**src/rtl/shift_seq_pkg.sv**
```systemverilog
// Shared types for the shift sequencer: FSM states and register-core modes.
// Optional rotate support is enabled by defining SHIFT_SEQ_ROTATE_EN.
package shift_seq_pkg;

  typedef enum logic [1:0] {
    ST_IDLE  = 2'b00,
    ST_LOAD  = 2'b01,
    ST_SHIFT = 2'b10,
    ST_DONE  = 2'b11
  } state_e;

  localparam logic [1:0] MODE_LOAD = 2'b00;
  localparam logic [1:0] MODE_SHR  = 2'b01;
  localparam logic [1:0] MODE_SHL  = 2'b10;
  localparam logic [1:0] MODE_HOLD = 2'b11;

endpackage

```
**src/rtl/shift_reg_core.sv**
```systemverilog
// Storage for the shift sequencer: parallel load, shift right/left, hold.
// Feature macro SHIFT_SEQ_ROTATE_EN is handled by the controller, not here.
module shift_reg_core
  import shift_seq_pkg::*;
#(
  parameter int WIDTH = 8
) (
  input  logic             clock,
  input  logic             reset,
  input  logic             en_i,
  input  logic [1:0]       mode_i,
  input  logic [WIDTH-1:0] par_i,
  input  logic             sr_i,
  input  logic             sl_i,
  output logic [WIDTH-1:0] data_o
);

  logic [WIDTH-1:0] data_q;

  // sr_i enters at the MSB on a right shift, sl_i at the LSB on a left shift
  always_ff @(posedge clock) begin
    if (reset) begin
      data_q <= '0;
    end else if (en_i) begin
      unique case (mode_i)
        MODE_LOAD: data_q <= par_i;
        MODE_SHR:  data_q <= {sr_i, data_q[WIDTH-1:1]};
        MODE_SHL:  data_q <= {data_q[WIDTH-2:0], sl_i};
        default:   data_q <= data_q;
      endcase
    end
  end

  assign data_o = data_q;

endmodule

```
**src/rtl/shift_seq_ctrl.sv**
```systemverilog
// Sequencer for a loadable shift register: accept, load, shift N, pulse done.
// Define SHIFT_SEQ_ROTATE_EN to add the cmd_rotate input (rotate instead of fill).
module shift_seq_ctrl
  import shift_seq_pkg::*;
#(
  parameter int WIDTH = 8,
  parameter int CNT_W = 4
) (
  input  logic             clock,
  input  logic             reset,
  input  logic             cmd_valid,
  output logic             cmd_ready,
  input  logic [WIDTH-1:0] cmd_data,
  input  logic             cmd_dir,
  input  logic [CNT_W-1:0] cmd_count,
  input  logic             fill_bit,
`ifdef SHIFT_SEQ_ROTATE_EN
  input  logic             cmd_rotate,
`endif
  output logic [WIDTH-1:0] data_out,
  output logic             ser_out,
  output logic             busy,
  output logic             done
);

  localparam int RW = $clog2(WIDTH + 1);

  state_e           state_q, state_d;
  logic [RW-1:0]    cnt_q, cnt_d;
  logic [WIDTH-1:0] ld_q, ld_d;
  logic             dir_q, dir_d;
  logic             fill_q, fill_d;
  logic             rot_q, rot_d;
  logic             en;
  logic [1:0]       mode;
  logic             sr_in, sl_in;
  logic [31:0]      cnt_ext;

  assign cnt_ext = 32'(cmd_count);

  always_ff @(posedge clock) begin
    if (reset) begin
      state_q <= ST_IDLE;
      cnt_q   <= '0;
      ld_q    <= '0;
      dir_q   <= 1'b0;
      fill_q  <= 1'b0;
      rot_q   <= 1'b0;
    end else begin
      state_q <= state_d;
      cnt_q   <= cnt_d;
      ld_q    <= ld_d;
      dir_q   <= dir_d;
      fill_q  <= fill_d;
      rot_q   <= rot_d;
    end
  end

  always_comb begin
    state_d = state_q;
    cnt_d   = cnt_q;
    ld_d    = ld_q;
    dir_d   = dir_q;
    fill_d  = fill_q;
    rot_d   = rot_q;
    en      = 1'b0;
    mode    = MODE_HOLD;
    unique case (state_q)
      ST_IDLE: begin
        if (cmd_valid) begin
          ld_d   = cmd_data;
          dir_d  = cmd_dir;
          fill_d = fill_bit;
`ifdef SHIFT_SEQ_ROTATE_EN
          rot_d  = cmd_rotate;
`else
          rot_d  = 1'b0;
`endif
          // counts beyond the register width saturate at WIDTH
          if (cnt_ext > 32'(WIDTH)) cnt_d = RW'(WIDTH);
          else                      cnt_d = RW'(cmd_count);
          state_d = ST_LOAD;
        end
      end
      ST_LOAD: begin
        en   = 1'b1;
        mode = MODE_LOAD;
        state_d = (cnt_q != '0) ? ST_SHIFT : ST_DONE;
      end
      ST_SHIFT: begin
        en    = 1'b1;
        mode  = dir_q ? MODE_SHL : MODE_SHR;
        cnt_d = cnt_q - RW'(1);
        if (cnt_q == RW'(1)) state_d = ST_DONE;
      end
      ST_DONE: begin
        state_d = ST_IDLE;
      end
      default: state_d = ST_IDLE;
    endcase
  end

  assign sr_in = rot_q ? data_out[0]       : fill_q;
  assign sl_in = rot_q ? data_out[WIDTH-1] : fill_q;

  shift_reg_core #(.WIDTH(WIDTH)) u_core (
    .clock  (clock),
    .reset  (reset),
    .en_i   (en),
    .mode_i (mode),
    .par_i  (ld_q),
    .sr_i   (sr_in),
    .sl_i   (sl_in),
    .data_o (data_out)
  );

  assign cmd_ready = (state_q == ST_IDLE);
  assign busy      = (state_q != ST_IDLE);
  assign done      = (state_q == ST_DONE);
  assign ser_out   = dir_q ? data_out[WIDTH-1] : data_out[0];

endmodule

```
**config.mk**
```make
export PLATFORM = sky130hd
export DESIGN_NAME = shift_seq_ctrl
export DESIGN_NICKNAME = d
export VERILOG_FILES = /design/src/rtl/shift_seq_pkg.sv /design/src/rtl/shift_reg_core.sv /design/src/rtl/shift_seq_ctrl.sv
export SDC_FILE = /design/constraint.sdc
export NUM_CORES = 1
export LEC_CHECK = 0
export ABC_AREA = 1
export CELL_PAD_IN_SITES_DETAIL_PLACEMENT = 1
export CELL_PAD_IN_SITES_GLOBAL_PLACEMENT = 1
export CORE_MARGIN = 3
export CORE_UTILIZATION = 34
export DETAILED_ROUTE_END_ITERATION = 8
export PLACE_DENSITY = 0.83
export SYNTH_ARGS = -nofsm -noshare
export SYNTH_HDL_FRONTEND = slang
export SYNTH_SLANG_ARGS = --single-unit
```
**constraint.sdc**
```tcl
create_clock -name clock -period 1.55 [get_ports clock]
set_input_delay 0.31 -clock clock [delete_from_list [all_inputs] [get_ports clock]]
set_output_delay 0.31 -clock clock [all_outputs]
set_load 0.02 [all_outputs]
```
==> results of run 1 <==
## final timing paths
| kind | slack, ns | cells past startpoint | endpoint | startpoint |
|---|---|---|---|---|
| min reg2reg | 0.51 | 2 | ld_q[0] | ld_q[0] |
| min | 0.51 | 2 | ld_q[0] | ld_q[0] |
| max reg2reg | 0.14 | 7 | state_q[0] | state_q[0] |
| max | 0.05 | 4 | ser_out | dir_q |
## metal layers
layer / wire length (µm) / part of all wire / up-vias
met1: 1650 / 0.47 / 598
met4: 16 / 0.0045 / 0
met2: 1780 / 0.50 / 22
li1: - / - / 641
met3: 104 / 0.029 / 2
met5: 0 / 0 / -
## placed cells by master (no fill, tap or decap), drive strengths merged
master,count
clkdlybuf4s15,1
ha,8
nand3,4
clkbuf,3
dfxtp,24
dlygate4sd2,8
clkdlybuf4s50,16
a22oi,1
buf,12
inv,14
nand2,34
clkinvlp,1
o21ai,31
bufinv,1
nor2,25
a21oi,24
xor2,1
a21boi,1
## sequential cells by signal (all words and copies together) (netlist names)
signal / flops
dir_q: 1
ld_q: 8
fill_q: 1
cnt_q: 4
state_q: 2
u_core.data_o: 8
## worst min-delay path: cells and delay by family, from the launching register on
family / cells / cell delay (ns)
flip-flops: 1 / 0.34
AND/OR/NAND/NOR: 2 / 0.15
## what timing repair did
action                                 4_1_cts  5_1_grt
gates cloned                                 0        0
setup endpoints to repair                   14       15
resized for setup                           22       10
endpoints found under the hold margin        0        0
## through the flow
stage | hold WS, ns | instances | power, mW
after detailed placement | 0.481 | 251 | 3.01
after global placement | 0.470 | 251 | 2.89
final | 0.506 | 255 | 3.42
after floorplan | 0.372 | 173 | 2.21
after CTS | 0.509 | 255 | 3.36
after global routing | 0.533 | 255 | 3.71
## power breakdown
group | switching [mW] | internal (mW)
combinational | 1.16 | 0.739
clock | 0.202 | 0.262
sequential | 0.197 | 0.854
total | 1.56 | 1.86
## area by class of cell
| cell class | count | area [µm²] |
|---|---|---|
| flip-flops and latches | 24 | 483 |
| well taps | 46 | 57.6 |
| clock buffers | 3 | 22.5 |
| fillers | 425 | 1730 |
| repair buffers | 37 | 325 |
| clock inverters | 1 | 30.0 |
| multi-input cells | 129 | 679 |
| inverters | 15 | 60.1 |
## kinds of logic after synthesis
logic type               share of synthesized area
AND/OR/NAND/NOR                              0.202
AO/OA/AOI/OAI                                0.250
flip-flops                                   0.394
buffers and inverters                       0.0646
adder cells (fa/ha/maj)                     0.0821
XOR/XNOR                                   0.00718
==> summary by stage, run 1 <==
Run status
The run finished with clean final reports.

Critical path
On the critical path, the stage with the largest delay is an instance of dfxtp_1. The worst setup path is launched from a flop. The worst setup path is of the flop to output pin kind. The critical path goes through inv_2, nand2_1, nand2_1, clkdlybuf4s15_1. The number of buffer and inverter instances along the worst setup path is 2. The delay of the slowest critical-path stage is about 0.42 ns.

The capturing element type of the critical path is an output pin. The signal arrival time at the worst endpoint is between 1 and 1.5 ns. The maximum fanout encountered on the critical timing path is 3. The top cell family by delay on the critical path is flip-flops. The data required time of the critical path is about 1.2 ns. The cell that appears most often on the critical path is nand2_1.

Yosys
By area the synthesized netlist is led by dfxtp_1 (39%), nand2_1 (10%), o21ai_0 (9.8%). The number of storage elements in the synthesis netlist is 24. The total of warnings raised by yosys is 0. After synthesis, the most frequently instantiated cells are nand2_1 (33), dfxtp_1 (24), nor2_1 (24), o21ai_0 (24), a21oi_1 (23). The share of the synthesized area in the top cell type is 0.394. The synthesized design contains 0 enable-type register cells. The number of nets in the synthesized netlist is 198.

In this run, distinct cell masters in the synthesized netlist total 21. The most common flop cell mapped by yosys is dfxtp_1. The synthesized netlist occupies a cell area of between 1000 and 1500 µm².

The average size of a mapped cell is 7.05 µm². After synthesis, the share of flip-flops with an asynchronous set or reset is 0. Of the synthesized area, sequential elements account for 0.394. Synthesis produced between 150 and 200 cells. The most frequent cell after synthesis is nand2_1. The largest total area in the synthesized netlist belongs to dfxtp_1.

GRT
The global-route usage over all layers is 0.179. In the global route stage, met1 resource usage came out at 0.231. The final global-route overflow total is 0. The global-route wire length before repair is between 5000 and 6000 µm. The met3 demand-to-capacity share in global routing is 0.0289. Entering global routing, the biggest net connects 23 pins. For met2 alone, demand over resource in global routing was 0.303. The number of antenna violations at the first check in global routing was 0. The number of global-route vias before repair came to approximately 1.3k.

The global routing stage identified its most utilized layer as met2.

STA
Across the routed clock network, the largest skew measured is approximately 0.0067 ns. Once routing completed, OpenROAD measured the worst setup slack at 0.0468 ns. The peak clock frequency supported by timing is roughly 670 MHz.

The hold violation total from the final report is 0. The setup TNS after final layout is 0 ns. The final worst-path cycle share is 0.970. Setup repair after global routing could not meet its margin everywhere. The transition at the pin with the smallest max-transition slack is roughly 0.49 ns.

The number of setup violations in the final report is 0. The time the worst path needs with I/O delays and setup is 1.50 ns. The max-slew violation count was 0.

Measured against its own limit, the worst slew margin works out to 0.675.

Route
The remaining antenna violation count is 0. The average detailed-routed wire length per instance is between 10 and 15 µm. The DRC marker count from the first detailed-route iteration is 49. For this block, the routed nets add up to between 3000 and 4000 µm of wire. The number of iterations in the first detailed-routing pass is 4. The via density per instance is a little under 5. The residual DRC count is 0. The via count of the routed design is between 1k and 1.5k.

Clock network
CTS built an H-tree with a depth of 1. The maximum buffer depth of the clock tree is 2. The clock drives 24 sinks. Clock-pin slew was measured on the worst setup and hold paths at 0.14 ns. TritonCTS built the clock tree. The number of hold buffers added after CTS was 0.

For the worst-skew pair, the clock arrives at the later sink with an insertion delay of 0.33 ns. The number of buffers inserted to repair setup after CTS is 0. The clock buffer count from CTS is 3. The root buffer cell chosen for the clock tree is clkbuf_4.

Cells and area
The net count of the finished layout is 235. The fraction of layout instances using a drive strength above 1 is 0.158. 0 antenna diodes ended up in the layout. The design area is ~1700 µm². The layout overhead on the synthesized area is 35.9%. At the end of the flow the core is filled with cells to 0.489.

Pwr
For this design the static power due to leakage is ~0.71 nW. Dividing total power by cell area gives a power density of ~2100 nW/µm². The maximum ir drop on the vdd rail is roughly 0.62 mV.

Placement
The final HPWL from detailed placement is 2690 µm. The placed cell area is about 1600 µm². At the end of routability-driven placement, the weighted congestion stood at 0.823.

The number of buffers inserted by port buffering is 28. The placement-stage worst setup slack is -0.0760 ns.

Floorplanning
The top-level I/O count is 29. The core region area is about 3400 µm². The initial utilization of the core area, before any placement, comes to 0.360. The area of the die is around 4300 µm².

The vertical extent of the die is about 66 µm. The floorplan row count is 21. The width of the die is about 66 µm.

Min path
In this run the worst hold path is classified as flop to flop.

Flow run
The max-cap check violation count is 0.
(Power assumes the default switching activity.)
==> run 2, diff against run 1 <==
--- a/config.mk
+++ b/config.mk
@@ -6,6 +6,7 @@
 export NUM_CORES = 1
 export LEC_CHECK = 0
 export ABC_AREA = 1
+export CAP_MARGIN = 20
 export CELL_PAD_IN_SITES_DETAIL_PLACEMENT = 1
 export CELL_PAD_IN_SITES_GLOBAL_PLACEMENT = 1
 export CORE_MARGIN = 3
==> results of run 2 <==
The final DEF is identical to that of run 1; final timing and power are the same.
==> run 3, diff against run 2 <==
--- a/config.mk
+++ b/config.mk
@@ -13,6 +13,7 @@
 export CORE_UTILIZATION = 34
 export DETAILED_ROUTE_END_ITERATION = 8
 export PLACE_DENSITY = 0.83
+export SKIP_CTS_REPAIR_TIMING = 1
 export SYNTH_ARGS = -nofsm -noshare
 export SYNTH_HDL_FRONTEND = slang
 export SYNTH_SLANG_ARGS = --single-unit
==> run 3 against run 2 <==
Flip-flop and latch count unchanged. Combinational power up 3%. Non-clock buffer count unchanged. Sequential power about the same. First-iteration DRC count up 43%. Critical path depth down 1. Via count down 2.0%. Fmax up 0.34%. Design area up 2.2%. Worst setup slack better by 0.0050 ns. Global-route usage down 0.28 points. Total power up 1.1%. Critical path type unchanged. Largest cell class unchanged. Largest power group unchanged. Highest routed layer is now met3.
==> summary by stage, run 3 (synthesized netlist as in run 1, its figures left out) <==
Route
The wire length on met3 is 103 µm (-0.96%). The number of iterations in the first detailed-routing pass is 4 (unchanged). The wire length the detailed router placed on met1 is 1640 µm (-0.91%).

The remaining antenna violation count is 0 (unchanged). The residual DRC count was 0 (unchanged). The wire length reported by the detailed router is 3520 µm (-1.0%). The via count of the routed design is 1238 (-2.0%). After detailed routing, no signal wire sits above met3. The DRC marker count from the first detailed-route iteration is 70 (+43%). The met2 wire length came to 1780 µm (-0.22%). The average detailed-routed wire length per instance is 13.8 µm (-1.0%). The via density per instance was 4.85 (-2.0%).

GRT
The global-route usage over all layers was 0.176 (-0.00285). The final global-route overflow total is 0 (unchanged). The global-route wire length before repair is 5890 µm (-1.7%). The pin count of the biggest net entering global routing was 23 (unchanged).

The number of antenna violations at the first check in global routing is 0 (unchanged). The number of global-route vias before repair is 1282 (-0.078%).

Pwr
The maximum ir drop on the vdd rail is 0.703 mV (+13%). The cell leakage power came to 0.836 nW (+18%). The cell area power density is 2040 nW/µm² (-1.1%).

Min path
The kind of path behind the tightest hold check is flop to flop.

Floorplanning
The initial cell density of the core came to 0.360 (unchanged). The floorplan row count is 21 (unchanged). The area of the die is 4340 µm² (unchanged). The top-level I/O count was 29 (unchanged).

The width of the die is 65.9 µm (unchanged). The vertical extent of the die came to 65.9 µm (unchanged). The core region area is 3390 µm² (unchanged).

STA
The hold violation total from the final report is 0 (unchanged). Setup repair after global routing could not meet its margin everywhere. The max-slew violation count is 0 (unchanged). The time the worst path needs with I/O delays and setup is 1.50 ns (-0.00503 ns).

The final worst-path cycle share was 0.967 (-0.00325). The peak clock frequency supported by timing is 667 MHz (+0.34%). The transition at the pin with the smallest max-transition slack is 0.502 ns (+0.0154 ns). The number of setup violations in the final report was 0 (unchanged).

The final-layout worst hold slack came to 0.506 ns (-0.000149 ns). The remaining max-slew budget at the tightest pin is 0.665 (-0.0103). The setup clock skew after layout came to 0.00358 ns (-0.00316 ns).

Placement
The final HPWL from detailed placement was 2690 µm (unchanged). The number of placed instances, taps included came to 251 (unchanged). The routability congestion estimate from global placement was 0.823 (unchanged).

The number of buffers inserted by port buffering is 28 (unchanged). The placed cell area was 1600 µm² (unchanged).

Critical path
The maximum fanout encountered on the critical timing path is 4 (+1). Traced cell by cell, the critical path runs through buf_4, ha_1, dlymetal6s2s_1. STA classifies the critical path startpoint as a flop.

STA classifies the critical path endpoint as an output pin. The signal arrival time at the worst endpoint is 1.19 ns (about the same). The cell with the largest stage delay on the worst path is dfxtp_2. The number of buffer and inverter instances along the worst setup path was 2 (unchanged). The data required time of the critical path is 1.24 ns (about the same). The worst setup path is of the flop to output pin kind.

The delay of the slowest critical-path stage came to 0.34 ns (-0.08 ns). The top cell family by delay on the critical path is flip-flops.

Cells and area
The library cells used most frequently in the layout, excluding fill and tap cells, are nand2_1 (33), nor2_1 (24), o21ai_0 (24). The design area is 1690 µm² (+2.2%). The count of fill cells added during filler insertion came to 420 (-1.2%). Leaving out fill and tap cells, the most frequent cell in the layout is nand2_1. The final net count was 235 (unchanged).

The total inserted antenna cells is 0 (unchanged). The post-route non-filler standard cell count is 255 (unchanged). The core utilization of the finished layout is 0.500 (+0.0107). The fraction of layout instances using a drive strength above 1 is 0.148 (-0.00957). From synthesis to final layout, the design area changed by 38.9%.

Flow run
The max-cap check violation count was 0 (unchanged).

Clock network
The source-to-sink clock delay at the later pin of the worst-skew pair was 0.32 ns (about the same). The clock input transition at the sequential cells of the worst setup and hold paths is 0.14 ns (about the same). The maximum buffer depth of the clock tree is 2 (unchanged). The total number of clock tree sinks was 24 (unchanged). The root buffer cell chosen for the clock tree is clkbuf_4.

The clock buffer count from CTS came to 3 (unchanged). The TritonCTS clock tree is yes. The CTS H-tree depth is 1 (unchanged).

Run status
The run finished with clean final reports.
run 3: cell types whose count changed in the layout (fill, tap and decap cells not counted):
cell,before,now
dlygate4sd2_1,8,0
clkdlybuf4s15_1,1,0
a21boi_2,1,0
dlymetal6s2s_1,0,10
clkbuf_2,0,1
buf_2,2,0
a21boi_1,0,1
run 3: path summary, 6_finish.rpt:
check / start / endpoint / slack (ns) / cells past startpoint
hold reg to reg: ld_q[0] / ld_q[0] / 0.51 / 2
setup reg to reg: state_q[0] / state_q[0] / 0.08 / 7
setup / recovery: state_q[0] / done / 0.05 / 3
hold / removal: ld_q[0] / ld_q[0] / 0.51 / 2
run 3: worst register-to-register path, delay by kind of cell (launching register included):
kind	cells	cell delay, ns
flops	1	0.35
simple gates	2	0.20
compound gates	2	0.41
buf+inv	2	0.22
fa+ha+maj	1	0.23
run 3: area by class of cell:
cell class / instances / area (µm²) / share of cell area
inverter: 15 / 60.1 / 0.0355
clock buffer: 3 / 22.5 / 0.0133
sequential: 24 / 483 / 0.285
timing repair buffer: 37 / 365 / 0.216
tap: 46 / 57.6 / 0.0340
clock inverter: 1 / 30.0 / 0.0177
multi-input combinational: 129 / 676 / 0.399
run 3: layer usage:
metal | track usage | vias up
li1 | - | 642
met1 | 0.226 | 576
met2 | 0.299 | 20
met3 | 0.0289 | 0
met4 | 0.0518 | 0
met5 | 0 | -
run 3: stage by stage:
step	setup TNS [ns]	power, mW	setup slack, ns
5_1_grt	-0.0615	3.76	-0.0369
2_1_floorplan	0	2.21	0.105
3_5_place_dp	-0.0760	3.01	-0.0760
6_report	0	3.46	0.0518
4_1_cts	-2.39	3.48	-0.454
3_3_place_gp	0	2.89	0.00137
run 3: where the power goes:
group	total [mW]	internal [mW]	switching [mW]
registers	1.05	0.854	0.196
clock network	0.460	0.262	0.199
logic	1.95	0.790	1.15
total	3.46	1.91	1.55
==> patch (settings of run 1) <==
Take the reset off `ld_q` and load it in a clocked block of its own.
--- a/src/rtl/shift_seq_ctrl.sv
+++ b/src/rtl/shift_seq_ctrl.sv
@@ -43,5 +43,4 @@
       state_q <= ST_IDLE;
       cnt_q   <= '0;
-      ld_q    <= '0;
       dir_q   <= 1'b0;
       fill_q  <= 1'b0;
@@ -50,9 +49,12 @@
       state_q <= state_d;
       cnt_q   <= cnt_d;
-      ld_q    <= ld_d;
       dir_q   <= dir_d;
       fill_q  <= fill_d;
       rot_q   <= rot_d;
     end
+  end
+
+  always_ff @(posedge clock) begin
+    ld_q <= ld_d;
   end
 
Check against the original RTL: no difference found for any inputs over 10 cycles, from zero or initial values and one cycle with reset high; that may be too few to reach the edited logic, so the function may still have changed.
==> patch against run 1 <==
Area after synthesis shrank 2.5%. Routed wire length shrank 6.9%. Sequential share of layout area grew 6.1 points. Worst setup slack gained 26 ps. Design area shrank 3.9%. Hold slack gained 19 ps. Count of clock-buffer cells in the layout is the same. Sequential cell count is the same. Clock power shrank 38%. Critical path depth is the same. Power shrank 8.8%.
==> patch: results (changes against run 1) <==
stage	metric	value	unit	change
critical_path	slowest_stage	dfxtp_2		
drt	drt_iter0_drc	38		-22%
power_and_ir_drop	ir_worst_vdd	0.688	mV	+10%
cells_and_area	n_all_buffers	35		-5.4%
grt	grt_pass1_vias	1255		-2.2%
cells_and_area	drive_above_1_share	14.8	%	-1.0 points
critical_path	worstPathArrival	1170	ps	-20 ps
grt	met3_usage	2.91	%	+0.015 points
yosys	muxShareOfSynthArea	0	%	unchanged
run_status	status	finished, final reports clean		
yosys	syn_area_per_cell	8.09	sq um	+15%
yosys	synth_common_cells	nand2_1 (33), a21oi_1 (23), o21ai_0 (19), dfxtp_1 (16), inv_1 (10)		
critical_path	endpoint	busy		
yosys	synth_xor_area_share	0.736	%	+0.018 points
yosys	synth_fa_ha_area_share	8.41	%	+0.21 points
cells_and_area	clockNetworkAreaShare	1.65	%	-1.5 points
cells_and_area	buffer_area_share	20.0	%	+0.33 points
drt	wl_met2	1710	um	-3.9%
place	numPlacedInstances	223		-11%
clock_tree	htree_num_levels	1		unchanged
drt	routed_wl	3310	um	-6.9%
yosys	synth_cell_types	20		-4.8%
power_and_ir_drop	p_leak	0.676	nW	-5.0%
place	post-place-ws	-77.7	ps	-1.64 ps
critical_path	worstPathMaxFanout	3		unchanged
cells_and_area	seq_share	35.3	%	+6.1 points
drt	wl_met1	1450	um	-13%
cells_and_area	fillerInstances	444		+4.5%
drt	via_per_inst	4.96		+0.15%
grt	grt_pass1_wl	5730	um	-4.4%
yosys	synth-async-reset-ratio	0	%	unchanged
worst_hold_path	min-delay-start	cnt_q[3]		
yosys	ys_seq_area_share	47.1	%	+7.7 points
yosys	synth_compound_area_share	22.3	%	-2.7 points
yosys	synth_enable_flop_cells	8		+8
place	place_congestion	0.778		-5.4%
timing	clock-skew-final	8.85	ps	+2.12 ps
timing	max_freq	677	MHz	+1.8%
cells_and_area	multi_input_area	576	sq um	-15%
critical_path	reg2regPathDepth	8		+1
yosys	netlist_top_cells_area	dfxtp_1 (27%), edfxtp_1 (20%), nand2_1 (10%)		
grt	grt_util_met2	31.0	%	+0.69 points
cells_and_area	design.seq.count	24		unchanged
worst_hold_path	hold_end	cnt_q[3]		
grt	grtUsageMet1	20.5	%	-2.6 points
grt	grt_use_total	17.2	%	-0.63 points
yosys	syn_nets	172		-13%
cells_and_area	layout.cells.non_filler	227		-11%
cells_and_area	multi_input_gates	105		-19%
timing	relSlewSlack	80.5	%	+13 points
grt	grt_max_degree	18		-22%
## patch: changes by cell type after synthesis
cell      delta
nor2_1      -16
dfxtp_1      -8
edfxtp_1     +8
o21ai_0      -5
o21ai_1      -3
clkbuf_2     -2
clkinv_1     -1
inv_1        +1
## patch: what timing repair did
action / in CTS / in global routing
hold buffers: 0 / 0
pin swaps: 0 / 1
resized for setup: 18 / 10
endpoints found under the setup margin: 14 / 15
## patch: metrics by stage
stage,area (sq um),hold WS [ps]
after global placement,1580,498
after global routing,1590,509
final,1590,525
after floorplan,1190,372
after detailed placement,1580,515
after CTS,1590,522
## patch: power breakdown
group          leakage, nW  internal, W  switching (W)
Sequential           0.209     0.000886       0.000175
Clock               0.0154    0.0000944       0.000194
Combinational        0.452     0.000687        0.00108
Total                0.676      0.00167        0.00145
